**src/rtl/mult_sched_pkg.sv**
```systemverilog
// Shared types and constants for the two-requester multiplier scheduler.
package mult_sched_pkg;

  typedef enum logic [1:0] {
    S_IDLE   = 2'd0,
    S_LAUNCH = 2'd1,
    S_WAIT   = 2'd2,
    S_RESP   = 2'd3
  } state_t;

  localparam logic REQ0 = 1'b0;
  localparam logic REQ1 = 1'b1;

  localparam int TIMEOUT_DEF = 80;

endpackage

```
**src/rtl/register_n.sv**
```systemverilog
// Generic enable register with async active-low clear.
module register_n #(
  parameter int W = 1
) (
  input  logic         clk,
  input  logic         reset_n,
  input  logic         en,
  input  logic [W-1:0] d,
  output logic [W-1:0] q
);

  always_ff @(posedge clk or negedge reset_n) begin
    if (!reset_n)
      q <= '0;
    else if (en)
      q <= d;
  end

endmodule

```
**src/rtl/rr_arb2.sv**
```systemverilog
// Stateless 2-way round-robin arbiter; the priority pointer lives in the parent.
module rr_arb2
  import mult_sched_pkg::*;
(
  input  logic [1:0] req,
  input  logic       prio,
  input  logic       en,
  output logic [1:0] grant,
  output logic       win_id
);

  always_comb begin
    win_id = REQ0;
    if (req == 2'b10)
      win_id = REQ1;
    else if (req == 2'b11)
      win_id = prio;

    grant = 2'b00;
    if (en && (req != 2'b00))
      grant = (win_id == REQ1) ? 2'b10 : 2'b01;
  end

endmodule

```
**src/rtl/mult_sched.sv**
```systemverilog
// Round-robin scheduler for the shared iterative multiplier, with launch,
// completion/timeout tracking and a tagged response channel.
//
// state    | meaning
// ---------+-----------------------------------------------------------
// S_IDLE   | waiting for a request; grant issued combinationally here
// S_LAUNCH | one-cycle mult_start to the datapath, timeout counter clear
// S_WAIT   | waiting for mult_done or timeout
// S_RESP   | response held on rsp_* until rsp_ready
module mult_sched
  import mult_sched_pkg::*;
#(
  parameter int WIDTH   = 32,
  parameter int TIMEOUT = TIMEOUT_DEF,
  parameter int TW      = 7
) (
  input  logic               clk,
  input  logic               reset_n,
  input  logic [1:0]         req_valid,
  output logic [1:0]         req_ready,
  input  logic [WIDTH-1:0]   req_a0,
  input  logic [WIDTH-1:0]   req_b0,
  input  logic [WIDTH-1:0]   req_a1,
  input  logic [WIDTH-1:0]   req_b1,
  output logic               mult_start,
  output logic [WIDTH-1:0]   mult_a,
  output logic [WIDTH-1:0]   mult_b,
  input  logic               mult_done,
  input  logic [2*WIDTH-1:0] mult_prod,
  output logic               rsp_valid,
  input  logic               rsp_ready,
  output logic               rsp_id,
  output logic [2*WIDTH-1:0] rsp_prod,
  output logic               rsp_err,
  output logic               busy
);

  state_t            state, state_nxt;
  logic              prio;
  logic [TW-1:0]     cnt;
  logic [1:0]        grant;
  logic              win_id;
  logic              arb_en;
  logic              accept;
  logic              tmo_hit;
  logic              finish;
  logic [WIDTH-1:0]  op_a_d, op_b_d;
  logic [2*WIDTH-1:0] prod_d;

  // reset_n gates the grant so req_ready also reads 0 while held in reset
  assign arb_en = (state == S_IDLE) && reset_n;

  rr_arb2 u_arb (
    .req    (req_valid),
    .prio   (prio),
    .en     (arb_en),
    .grant  (grant),
    .win_id (win_id)
  );

  assign req_ready = grant;
  assign accept    = |grant;
  assign tmo_hit   = (cnt == TW'(TIMEOUT - 1));
  assign finish    = (state == S_WAIT) && (mult_done || tmo_hit);
  assign op_a_d    = (win_id == REQ1) ? req_a1 : req_a0;
  assign op_b_d    = (win_id == REQ1) ? req_b1 : req_b0;
  assign prod_d    = mult_done ? mult_prod : '0;

  register_n #(.W(WIDTH)) u_reg_a (
    .clk(clk), .reset_n(reset_n), .en(accept), .d(op_a_d), .q(mult_a)
  );
  register_n #(.W(WIDTH)) u_reg_b (
    .clk(clk), .reset_n(reset_n), .en(accept), .d(op_b_d), .q(mult_b)
  );
  register_n #(.W(1)) u_reg_id (
    .clk(clk), .reset_n(reset_n), .en(accept), .d(win_id), .q(rsp_id)
  );
  // done takes precedence over a coincident timeout
  register_n #(.W(2*WIDTH)) u_reg_prod (
    .clk(clk), .reset_n(reset_n), .en(finish), .d(prod_d), .q(rsp_prod)
  );
  register_n #(.W(1)) u_reg_err (
    .clk(clk), .reset_n(reset_n), .en(finish), .d(!mult_done), .q(rsp_err)
  );

  always_comb begin
    state_nxt = state;
    case (state)
      S_IDLE:   if (accept)    state_nxt = S_LAUNCH;
      S_LAUNCH:                state_nxt = S_WAIT;
      S_WAIT:   if (finish)    state_nxt = S_RESP;
      S_RESP:   if (rsp_ready) state_nxt = S_IDLE;
      default:                 state_nxt = S_IDLE;
    endcase
  end

  always_ff @(posedge clk or negedge reset_n) begin
    if (!reset_n) begin
      state      <= S_IDLE;
      prio       <= REQ0;
      cnt        <= '0;
      mult_start <= 1'b0;
      rsp_valid  <= 1'b0;
      busy       <= 1'b0;
    end else begin
      state      <= state_nxt;
      mult_start <= (state_nxt == S_LAUNCH);
      rsp_valid  <= (state_nxt == S_RESP);
      busy       <= (state_nxt != S_IDLE);
      if (accept)
        prio <= ~win_id;
      if (state == S_LAUNCH)
        cnt <= '0;
      else if (state == S_WAIT)
        cnt <= cnt + TW'(1);
    end
  end

endmodule

```
**config.mk**
```make
export PLATFORM = sky130hd
export DESIGN_NAME = mult_sched
export DESIGN_NICKNAME = d
export VERILOG_FILES = /design/src/rtl/mult_sched_pkg.sv /design/src/rtl/register_n.sv /design/src/rtl/rr_arb2.sv /design/src/rtl/mult_sched.sv
export SDC_FILE = /design/constraint.sdc
export NUM_CORES = 1
export LEC_CHECK = 0
export ABC_AREA = 1
export BUFFER_PORTS_ARGS = -buffer_cell sky130_fd_sc_hd__buf_2
export CORE_MARGIN = 4
export CORE_UTILIZATION = 48
export DETAILED_ROUTE_END_ITERATION = 7
export MAX_ROUTING_LAYER = met4
export PLACE_DENSITY = 0.92
export SLEW_MARGIN = 20
export SYNTH_ARGS = -nofsm -noshare
export SYNTH_HDL_FRONTEND = slang
export SYNTH_HIERARCHICAL = 1
export SYNTH_SLANG_ARGS = --single-unit
```
**constraint.sdc**
```tcl
create_clock -name clk -period 2.3 [get_ports clk]
set_input_delay 0.23 -clock clk [delete_from_list [all_inputs] [get_ports clk]]
set_output_delay 0.23 -clock clk [all_outputs]
set_load 0.01 [all_outputs]
```
# Word-level counts from Yosys, hierarchy flattened
# Cells that the tools add are included.
# word_totals
reg_bits	143
output_inout_bits	135
elab_cells	44
# classes
add_sub_neg	1
eq_ne	8
mux	13
n_bitwise	1
reduce_logical	10
# op_table
op	count
$mux 32	2
$mux 64	1
$mux 7	2
$eq 2x2->1 const B	5
$mux 2	5
$pmux 2 s4	1
$add 7x1->7 const B	1
$eq 7x7->1 const B	1
$reduce_bool 2->1	3
$eq 2x1->1 const B	2
$logic_and 1x1->1	3
$logic_not 2->1	1
$mux 1	2
$reduce_or 2->1	1
$logic_not 1->1	1
$logic_or 1x1->1	1
$not 1->1	1

# Logic depth before layout (Yosys ltp)
# Gate-level depths: netlist of the first run.
# logic_depth
depth_word	9
depth_mapped	13
depth_no_buf	12

# Modules after synthesis
# Netlist of the first run, hierarchy kept.
# by_module_without_submodules
mod	n_inst	cells_each	area_per_inst_um2	seq_area_each_um2
register_n (u_reg_a ...)	2	136	1292.5	800.8
register_n (u_reg_prod)	1	270	2446.1	1601.5
mult_sched	1	292	2208.4	325.3
register_n (u_reg_err ...)	2	5	40.0	25.0
rr_arb2	1	8	38.8	0.0

# Worst setup path before layout of the first run
# No wires, ideal clock.
# synth_path
path_type	register to register
from	reg state[0]
to	reg u_reg_a.q[0]
arrival_ns	1.644
t_required_ns	2.184
slack_ns	0.539
stages_incl_launch_ff	14
path_buffers	2
path_cell_list	dfrtp_1 > inv_1 > ha_1 > nand2_1 > inv_1 > nand2_1 > a21oi_1 > nor2_2 > inv_2 > buf_6 > inv_8 > buf_12 > nand2_2 > nand2_1
# synth_between
elab_chain_cells	5
# synth_rtl
element	line	rtl
from (decl)	mult_sched.sv:38	state_t state, state_nxt;
from (signal assigned)	mult_sched.sv:106	state <= state_nxt;
$logic_not 2->1	mult_sched.sv:51	assign arb_en = (state == S_IDLE) && reset_n;
$logic_and 1x1->1	mult_sched.sv:51	
net arb_en	mult_sched.sv:43	logic arb_en;
$logic_and 1x1->1	rr_arb2.sv:20	if (en && (req != 2'b00))
$mux 2	rr_arb2.sv:20	
net req_ready[0]	mult_sched.sv:20	output logic [1:0] req_ready,
$reduce_or 2->1	mult_sched.sv:62	assign accept = |grant;
net accept	mult_sched.sv:44	logic accept;
to (signal assigned)	register_n.sv:14	q <= '0;
to (signal assigned)	register_n.sv:16	q <= d;
to (decl)	register_n.sv:9	output logic [W-1:0] q
# The timed path passes the listed nets, and every way through them passes these cells.
# A chain may end at the register's enable or synchronous reset.

# Final worst setup path of the first run
# layout_path
from	reg state[1]
to	reg u_reg_a.q[21]
# layout_between
elab_chain_cells	5
# layout_rtl
element	line
$logic_not 2->1	mult_sched.sv:51
$logic_and 1x1->1	mult_sched.sv:51
net arb_en	mult_sched.sv:43
$logic_and 1x1->1	rr_arb2.sv:20
$mux 2	rr_arb2.sv:20
$reduce_or 2->1	mult_sched.sv:62
net accept	mult_sched.sv:44
# The timed path passes the listed nets, and every way through them passes these cells.

==> results of run 1 <==
-- final cells by class --
class / count / area share [%]
flip-flops and latches: 143 / 37.36
multi-input cells: 580 / 31.53
repair buffers: 341 / 18.51
clock buffers: 21 / 4.911
inverters: 88 / 3.618
well taps: 184 / 2.403
clock inverters: 10 / 1.672
-- metal layers --
layer  GRT usage (%)  share of wire, %
met5               -                 0
met4           11.14               4.2
met3           5.649               7.1
met2           40.17                51
met1           26.47                38
-- cells in the final DEF (no fill, tap or decap), types with 6 or more instances in the layout --
cell type | synthesis | final
clkbuf_16 | 0 | 17
dfrtp_1 | 143 | 143
nand2_2 | 27 | 27
mux2_1 | 15 | 15
buf_2 | 14 | 331
nand2_1 | 452 | 452
ha_1 | 6 | 6
nor2_1 | 8 | 8
mux2_4 | 49 | 49
buf_4 | 2 | 6
inv_1 | 82 | 80
-- synth_stat cells --
cell,instances
o21bai_1,1
o21bai_2,1
a31oi_1,1
mux2i_1,1
inv_2,2
clkinv_1,2
clkbuf_8,12
inv_8,2
nand3_1,4
o21ai_1,3
buf_4,2
mux2_1,15
nor2_4,1
dfrtp_1,143
and3_1,1
nand2_2,27
nor3_1,1
buf_6,11
buf_12,2
mux2_4,49
nor2_2,3
ha_1,6
inv_1,82
nand2_1,452
nand4_1,2
nor2_1,8
o21ai_0,1
or2_1,1
a21oi_1,2
buf_2,14
-- registers in the layout (all words and copies together), names as in the netlist --
| register | flops |
|---|---|
| cnt | 7 |
| prio | 1 |
| u_reg_b/q | 32 |
| busy | 1 |
| u_reg_a/q | 32 |
| u_reg_err/q | 1 |
| mult_start | 1 |
| rsp_valid | 1 |
| u_reg_prod/q | 64 |
| state | 2 |
| u_reg_id/q | 1 |
-- worst max-delay path: cells and delay by family, from the launching register on --
kind / cells / cell delay [ns]
AOI/OAI and AO/OA: 1 / 0.18
and+or+nand+nor: 5 / 0.34
DFF: 1 / 0.41
adders and majority gates: 1 / 0.16
buffers and inverters: 5 / 0.72
-- power by group through the flow --
stage | clock network [mW] | logic, mW | registers (mW)
floorplan | 0 | 2.29 | 4.81
global placement | 0 | 4.40 | 4.31
detailed placement | 0 | 4.57 | 4.33
CTS | 2.95 | 4.58 | 4.32
global route | 3.08 | 4.98 | 4.47
finish | 2.91 | 4.54 | 4.32
-- final timing paths --
kind / start / end / slack (ns) / cells past startpoint
worst max-delay path: state[1] / u_reg_a/q[21] / 0.31 / 12
worst min-delay path: reset_n / u_reg_b/q[6] / 0.04 / 2
worst max register to register: state[1] / u_reg_a/q[21] / 0.31 / 12
worst min register to register: u_reg_prod/q[9] / u_reg_prod/q[9] / 0.46 / 2
max in group asynchronous: reset_n / u_reg_prod/q[4] / 1.59 / 2
min in group clk: mult_done / u_reg_err/q / 0.10 / 4
-- cell families (layout without fill, tap and decap cells) --
kind of cell	count (synthesis)	in the layout	share of synthesized area, %
compound gates	9	9	0.7481
fa+ha+maj	6	6	1.020
mux	65	65	12.43
buf+inv	129	460	10.32
simple gates	500	500	26.85
flops	143	143	48.63
==> flow_summary.yaml, run 1 <==
outcome:
  status: "completed"
yosys:
  synth_top_area_share_pct: 48.63
  ys_types: 30
  syn_inst: 852
  syn_area_sq_mm: 0.007358
  yosys.area.top_type: "dfrtp_1"
  synth.avg_cell_area_sq_um: 8.637
  ys_ff_latch: 143
  yosys_warnings: 6
  synthesis.nets: 1056
  synth_area_leaders: "dfrtp_1 (49%), nand2_1 (23%), mux2_4 (10%)"
  synth-seq-area-share_pct: 48.63
die:
  fp.dieW_microns: 131.8
  die_y_microns: 131.8
  start_util_pct: 49.87
  pin_count: 333
  design.core.area_sq_mm: 0.01475
  rows: 44
  die-area_sq_mm: 0.01738
sta:
  maxSlewHeadroom_pct: 35.99
  final.min_clock_period_ns: 1.985
  finalSetupTns_ns: 0
  setup_slack_ns: 0.3146
  rsz0062_at_grt: "false"
  finalSetupViolCount: 0
  tightestPinTransition_ns: 0.9601
  hold_ws_ns: 0.03890
  finalMaxSlewViolations: 0
  fin_skew_ns: 0.006591
  fmax_mhz: 503.7
  period_share_pct: 86.32
  hold_viol_final: 0
power:
  power.leakage_nw: 6.069
  finalPower_mw: 11.78
  p_seq_share_pct: 36.7
  combPwrFrac_pct: 38.6
  switching_share_pct: 37.40
  pwr-share-clk_pct: 24.7
  vdd_drop_max_mv: 0.7047
  internal_power_mw: 7.372
  power.density_mw_per_mm2: 1229
  power.switching_mw: 4.403
critical_path:
  critical_path_class: "reg -> reg"
  cp.arrival_ns: 2.29
  critPathMaxFanout: 68
  cpPeakStageDelay_ns: 0.41
  crit_path_cell_trace: "inv_1 -> ha_1 -> nand2_1 -> inv_1 -> nand2_1 -> a21oi_1 -> nor2_2 -> inv_2 -> buf_12 -> inv_8 -> nand2_1 -> nand2_1"
  setup.worst_path.end_class: "flip-flop"
  required_ns: 2.60
  path_common_cell: "nand2_1"
  slowest_stage: "dfrtp_1"
  start_kind: "flip-flop"
clock_tree:
  clk_latency_ns: 0.41
  clk_path_buf_depth: 2
  root_buffer: "clkbuf_16"
  clk_pin_slew_ns: 0.06
  clock-sinks: 143
  cts_tree: "built"
  hold_buffers: 0
  numCtsBuffers: 17
  postCtsSetupBuffers: 0
  htree_levels: 4
  cts_resized: 0
global_route:
  antenna_found_initial: 0
  grt_pass1_vias: 6601
  grt_overflow_total: 0
  grt_max_degree: 78
  grt_pass1_wl_mm: 32.49
  grt_usage_pct: 23.69
placement:
  pre_cts_slack_ns: 0.3478
  dp.cells: 1336
  port_buffers: 332
  dpl-instance-area_sq_mm: 0.008949
  dp.final_hpwl_mm: 15.21
  routabilityCongestion: 0.8521
detailed_routing:
  wirelength_mm: 20.43
  via_per_inst: 4.911
  dr_total_vias: 6714
  detail-route-antenna-nets: 0
  drt-pass1-iter-count: 6
  drt_iter0_markers: 431
  drc: 0
  wl_per_cell_microns: 14.94
cells_and_area:
  fin_cells: 1367
  fin_nets: 1375
  diodes: 0
  design_area_sq_mm: 0.009579
  num-fill-cells: 1137
  multiInputGateArea_sq_mm: 0.003020
  seq_area_sq_mm: 0.003578
  fin_util_pct: 64.93
  syn2layout_area_growth_pct: 30.18
  drive_gt1_share_pct: 38.72
min_path:
  hold_class: "in -> async"
run:
  cap_viol_max_count: 0
Power figures use the tool's default switching activity.
==> run 2, diff against run 1 <==
CORE_ASPECT_RATIO = 1.4   (was default)
==> run 2 against run 1 <==
  * Core utilization fell by 1.1 points
  * Register-to-register slack barely moved
  * Count of clock-buffer cells in the layout fell by 3
  * Design area rose by 0.25%
  * First-iteration DRC count rose by 29%
  * Die area rose by 0.16%
  * Clock skew rose by 0.0074 ns
  * Largest power group unchanged
==> flow_summary.yaml, run 2 (synthesis results as in run 1) <==
outcome:
  status: "completed"
sta:
  finalMaxSlewViolations: 0
  tightestPinTransition_ns: 0.8106
  setup_slack_ns: 0.3032
  fin_skew_ns: 0.01396
  final.min_clock_period_ns: 1.997
  period_share_pct: 86.82
  maxSlewHeadroom_pct: 45.96
  rsz0062_at_grt: "false"
  finalSetupTns_ns: 0
  finalSetupViolCount: 0
  hold_viol_final: 0
  fmax_mhz: 500.8
critical_path:
  crit_end: "u_reg_a/q[30]"
  crit_path_cell_trace: "inv_1 -> ha_1 -> nand2_1 -> inv_1 -> nand2_1 -> a21oi_1 -> nor2_2 -> inv_2 -> buf_12 -> inv_8 -> nand2_1 -> nand2_1"
  crit_cells: 12
  cpPeakStageDelay_ns: 0.42
  path_buf_inv: 5
  r2r-start: "state[0]"
  r2r-end: "u_reg_a/q[30]"
  r2r_cells: 12
  start_kind: "flip-flop"
  critical_path_class: "reg -> reg"
  cpLargestDelayFamily: "buffers and inverters"
  critPathMaxFanout: 68
  required_ns: 2.59
  cp.arrival_ns: 2.29
  path_common_cell: "nand2_1"
  rrSetupSlack_ns: 0.30
  startpoint: "state[0]"
  slowest_stage: "dfrtp_1"
  setup.worst_path.end_class: "flip-flop"
detailed_routing:
  wl_per_cell_microns: 14.36
  detail-route-antenna-nets: 0
  drt_iter0_markers: 554
  wirelength_mm: 19.80
  drt-pass1-iter-count: 5
  dr_total_vias: 6500
  drc: 0
  via_per_inst: 4.714
clock_tree:
  htree_levels: 4
  postCtsSetupBuffers: 0
  cts_resized: 0
  clk_pin_slew_ns: 0.06
  cts_tree: "built"
  numCtsBuffers: 17
  hold_buffers: 1
  clk_latency_ns: 0.41
  clk_path_buf_depth: 2
  root_buffer: "clkbuf_16"
  clock-sinks: 143
placement:
  pre_cts_slack_ns: 0.3316
  routabilityCongestion: 0.9305
  dpl-instance-area_sq_mm: 0.008974
  port_buffers: 332
  dp.final_hpwl_mm: 15.17
  dp.cells: 1346
cells_and_area:
  largest_register_ffs: 64
  syn2layout_area_growth_pct: 30.51
  fin_nets: 1378
  drive_gt1_share_pct: 38.92
  fin_cells: 1379
  diodes: 0
  largestRegisters: "u_reg_prod/q (64), u_reg_a/q (32), u_reg_b/q (32)"
  final_cell_mix: "nand2_1 (452), buf_2 (331), dfrtp_1 (143)"
  top_register: "u_reg_prod/q"
  mostFrequentLayoutCell: "nand2_1"
  design_area_sq_mm: 0.009603
global_route:
  grt_max_degree: 69
  grt_pass1_wl_mm: 31.20
  grt_pass1_vias: 6376
  grt_usage_pct: 22.97
  grt_overflow_total: 0
  antenna_found_initial: 0
min_path:
  hold_class: "in -> reg"
power:
  power.density_mw_per_mm2: 1219
  power.leakage_nw: 6.078
  vdd_drop_max_mv: 0.5771
  finalPower_mw: 11.70
die:
  design.core.area_sq_mm: 0.01505
  die-area_sq_mm: 0.01740
  pin_count: 333
  start_util_pct: 48.88
  die_y_microns: 154.5
  rows: 53
  fp.dieW_microns: 112.6
run:
  cap_viol_max_count: 0
[run 2: cell count changes in the layout (fill, tap and decap cells not counted), sizes merged]
cell / change
buf: +2
inv: +4
clkbuf: -3
bufinv: -1
dlygate4sd3: +1
clkinv: +1
[run 2: worst min-delay path, stage by stage]
cell,delay [ns]
buf_2,0.09
inv_1,0.05
nand2_1,0.05
nand2_1,0.04
[run 2: metal layers]
metal  track usage [%]  vias up  wire [microns]
li1                  -     3189               -
met1             27.53     2942            7649
met2             38.22      329           10060
met3             4.579       40            1550
met4             8.706        0             539
met5                 -        -               0
[run 2: worst min-delay path by stage]
| stage | start | endpoint | slack (ns) | cells after the start |
|---|---|---|---|---|
| 6_report | mult_done | u_reg_err/q | 0.08 | 4 |
| 2_1_floorplan | reset_n | busy | -0.07 | 0 |
| 3_3_place_gp | reset_n | u_reg_prod/q[16] | 0.07 | 1 |
| 5_1_grt | mult_done | u_reg_err/q | 0.1 | 4 |
| 4_1_cts | mult_done | u_reg_err/q | 0.06 | 4 |
| 3_5_place_dp | reset_n | u_reg_prod/q[17] | 0.07 | 1 |
[run 2: layout make-up]
class | instances | area (sq um)
clock inverters | 14 | 180.2
repair buffers | 344 | 1798
fillers | 1171 | 5450
flip-flops and latches | 143 | 3578
multi-input cells | 580 | 3020
clock buffers | 18 | 439.2
well taps | 192 | 240.2
inverters | 88 | 346.6
[run 2: report_power, final]
group          switching (mW)  internal (mW)
registers               0.694           3.66
clock network            1.10           1.76
logic                    2.67           1.82
[run 2: metrics by stage]
step                utilization [%]  hold WS, ns
floorplan                         -     -0.06559
global placement              59.61      0.06529
detailed placement            59.61      0.07110
CTS                           63.79      0.06260
global route                  63.79      0.09504
finish                        63.79      0.07989
==> run 3, diff against run 2 <==
CORE_UTILIZATION = 49   (was 48)
CTS_BUF_LIST = sky130_fd_sc_hd__clkbuf_4   (was default)
PLACE_DENSITY = 0.94   (was 0.92)
==> run 3 against run 2 <==
  * Clock power is 45% lower
  * Sequential cell count unchanged
  * Critical path depth down 3
  * Design area increased by 12%
  * Combinational power rose by 14%
  * Core utilization is 10 points higher
  * Critical endpoint is now u_reg_a/q[23]
  * Final cell count rose by 11%
  * Highest routed layer unchanged
  * Sequential share of layout area is 4.1 points lower
  * Global-route usage up 11 points
  * Non-clock buffer count is 148 higher
==> flow_summary.yaml, run 3 (synthesis results as in run 1) <==
outcome:
  status: "completed"
sta:
  tightestPinTransition_ns: 0.7526
  hold_viol_final: 0
  finalSetupTns_ns: 0
  maxSlewHeadroom_pct: 49.83
  finalSetupViolCount: 0
  rsz0062_at_grt: "false"
  fmax_mhz: 466.5
  fin_skew_ns: 0.03400
  final.min_clock_period_ns: 2.144
  finalMaxSlewViolations: 0
  period_share_pct: 93.21
min_path:
  hold_class: "in -> reg"
critical_path:
  cpPeakStageDelay_ns: 0.58
  r2r_cells: 9
  crit_end: "u_reg_a/q[23]"
  r2r-start: "prio"
  start_kind: "flip-flop"
  startpoint: "prio"
  crit_path_cell_trace: "inv_1 -> nand2_2 -> nand2_2 -> inv_6 -> buf_4 -> mux2_4 -> dlygate4sd3_1 -> nand2_1 -> nand2_1"
  r2r-end: "u_reg_a/q[23]"
  setup.worst_path.end_class: "flip-flop"
  required_ns: 2.75
  cp.arrival_ns: 2.59
  cpLargestDelayFamily: "buffers and inverters"
  rrSetupSlack_ns: 0.16
  path_buf_inv: 4
  crit_cells: 9
  critPathMaxFanout: 14
  slowest_stage: "dlygate4sd3_1"
  critical_path_class: "reg -> reg"
detailed_routing:
  detail-route-antenna-nets: 0
  drt-pass1-iter-count: 6
  wirelength_mm: 28.72
  drc: 0
  drt_iter0_markers: 1074
  dr_total_vias: 8027
  wl_per_cell_microns: 18.80
  via_per_inst: 5.253
power:
  finalPower_mw: 11.13
  power.density_mw_per_mm2: 1033
  vdd_drop_max_mv: 0.5950
  power.leakage_nw: 6.543
cells_and_area:
  num-fill-cells: 860
  fin_nets: 1526
  mostFrequentLayoutCell: "nand2_1"
  fin_util_pct: 73.93
  final_cell_mix: "nand2_1 (452), buf_2 (331), dlygate4sd3_1 (146)"
  multiInputGateArea_sq_mm: 0.003020
  syn2layout_area_growth_pct: 46.42
  largestRegisters: "u_reg_prod/q (64), u_reg_a/q (32), u_reg_b/q (32)"
  drive_gt1_share_pct: 34.83
  seq_area_sq_mm: 0.003578
  largest_register_ffs: 64
  top_register: "u_reg_prod/q"
clock_tree:
  clk_latency_ns: 0.55
  htree_levels: 4
  postCtsSetupBuffers: 0
  clk_pin_slew_ns: 0.16
  clock-sinks: 143
  cts_tree: "built"
  numCtsBuffers: 17
  clk_path_buf_depth: 2
  root_buffer: "clkbuf_4"
placement:
  dp.final_hpwl_mm: 16.35
  port_buffers: 332
  routabilityCongestion: 0.9321
die:
  fp.dieW_microns: 111.6
  rows: 52
  pin_count: 333
  start_util_pct: 50.49
  design.core.area_sq_mm: 0.01457
  die-area_sq_mm: 0.01707
  die_y_microns: 153.0
global_route:
  grt_max_degree: 144
  grt_pass1_vias: 8432
  grt_usage_pct: 34.42
  grt_overflow_total: 0
  grt_pass1_wl_mm: 44.99
  antenna_found_initial: 4
run:
  cap_viol_max_count: 0
run 3: where the power goes:
part           total (mW)  internal, mW  switching [mW]
combinational        5.15          2.07            3.08
sequential           4.42          3.64           0.779
clock                1.56         0.478            1.08
total                11.1          6.19            4.94
run 3: layout make-up:
cell class	instances	share of cell area, %
Sequential cell	143	33.21
Timing Repair Buffer	492	30.72
Multi-Input combinational cell	580	28.03
Inverter	88	3.252
Tap cell	189	2.195
Clock inverter	15	1.312
Clock buffer	17	1.185
Antenna cell	4	0.09290
run 3: metrics by stage:
step	hold slack [ns]	cells	worst slack [ns]	instance area (sq um)
after floorplan	-0.06559	852	0.5391	7358
after global routing	0.01152	1528	0.04414	10770
after detailed placement	0.4532	1346	0.3189	9030
final	0.03925	1528	0.1562	10770
after global placement	0.4483	1346	0.4337	9030
after CTS	0.0002509	1524	0.01512	10760
run 3: layer usage:
metal | track usage (%) | wire [microns]
met5 | - | 0
met4 | 20.35 | 1982
met3 | 7.358 | 2752
met2 | 57.58 | 14190
met1 | 37.55 | 9799
run 3: worst reg2reg max path, cell delays in order (launching register included):
cell,delay (ns)
dfrtp_1,0.39
inv_1,0.06
nand2_2,0.05
nand2_2,0.08
inv_6,0.19
buf_4,0.23
mux2_4,0.32
dlygate4sd3_1,0.58
nand2_1,0.09
nand2_1,0.08
run 3: worst min path at each step:
stage | startpoint | end | slack, ns | depth (start not counted)
2_1_floorplan | reset_n | busy | -0.07 | 0
3_3_place_gp | u_reg_prod/q[12] | u_reg_prod/q[12] | 0.45 | 2
3_5_place_dp | u_reg_prod/q[58] | u_reg_prod/q[58] | 0.45 | 2
4_1_cts | req_b1[11] | u_reg_b/q[11] | 0.0003 | 4
5_1_grt | req_b1[24] | u_reg_b/q[24] | 0.01 | 4
6_report | req_b1[19] | u_reg_b/q[19] | 0.04 | 4
run 3: what timing repair did:
action / CTS / global route
gates resized for setup: 0 / 2
hold buffers: 146 / 0
endpoints found under the hold margin: 250 / 0
endpoints found under the setup margin: 0 / 19
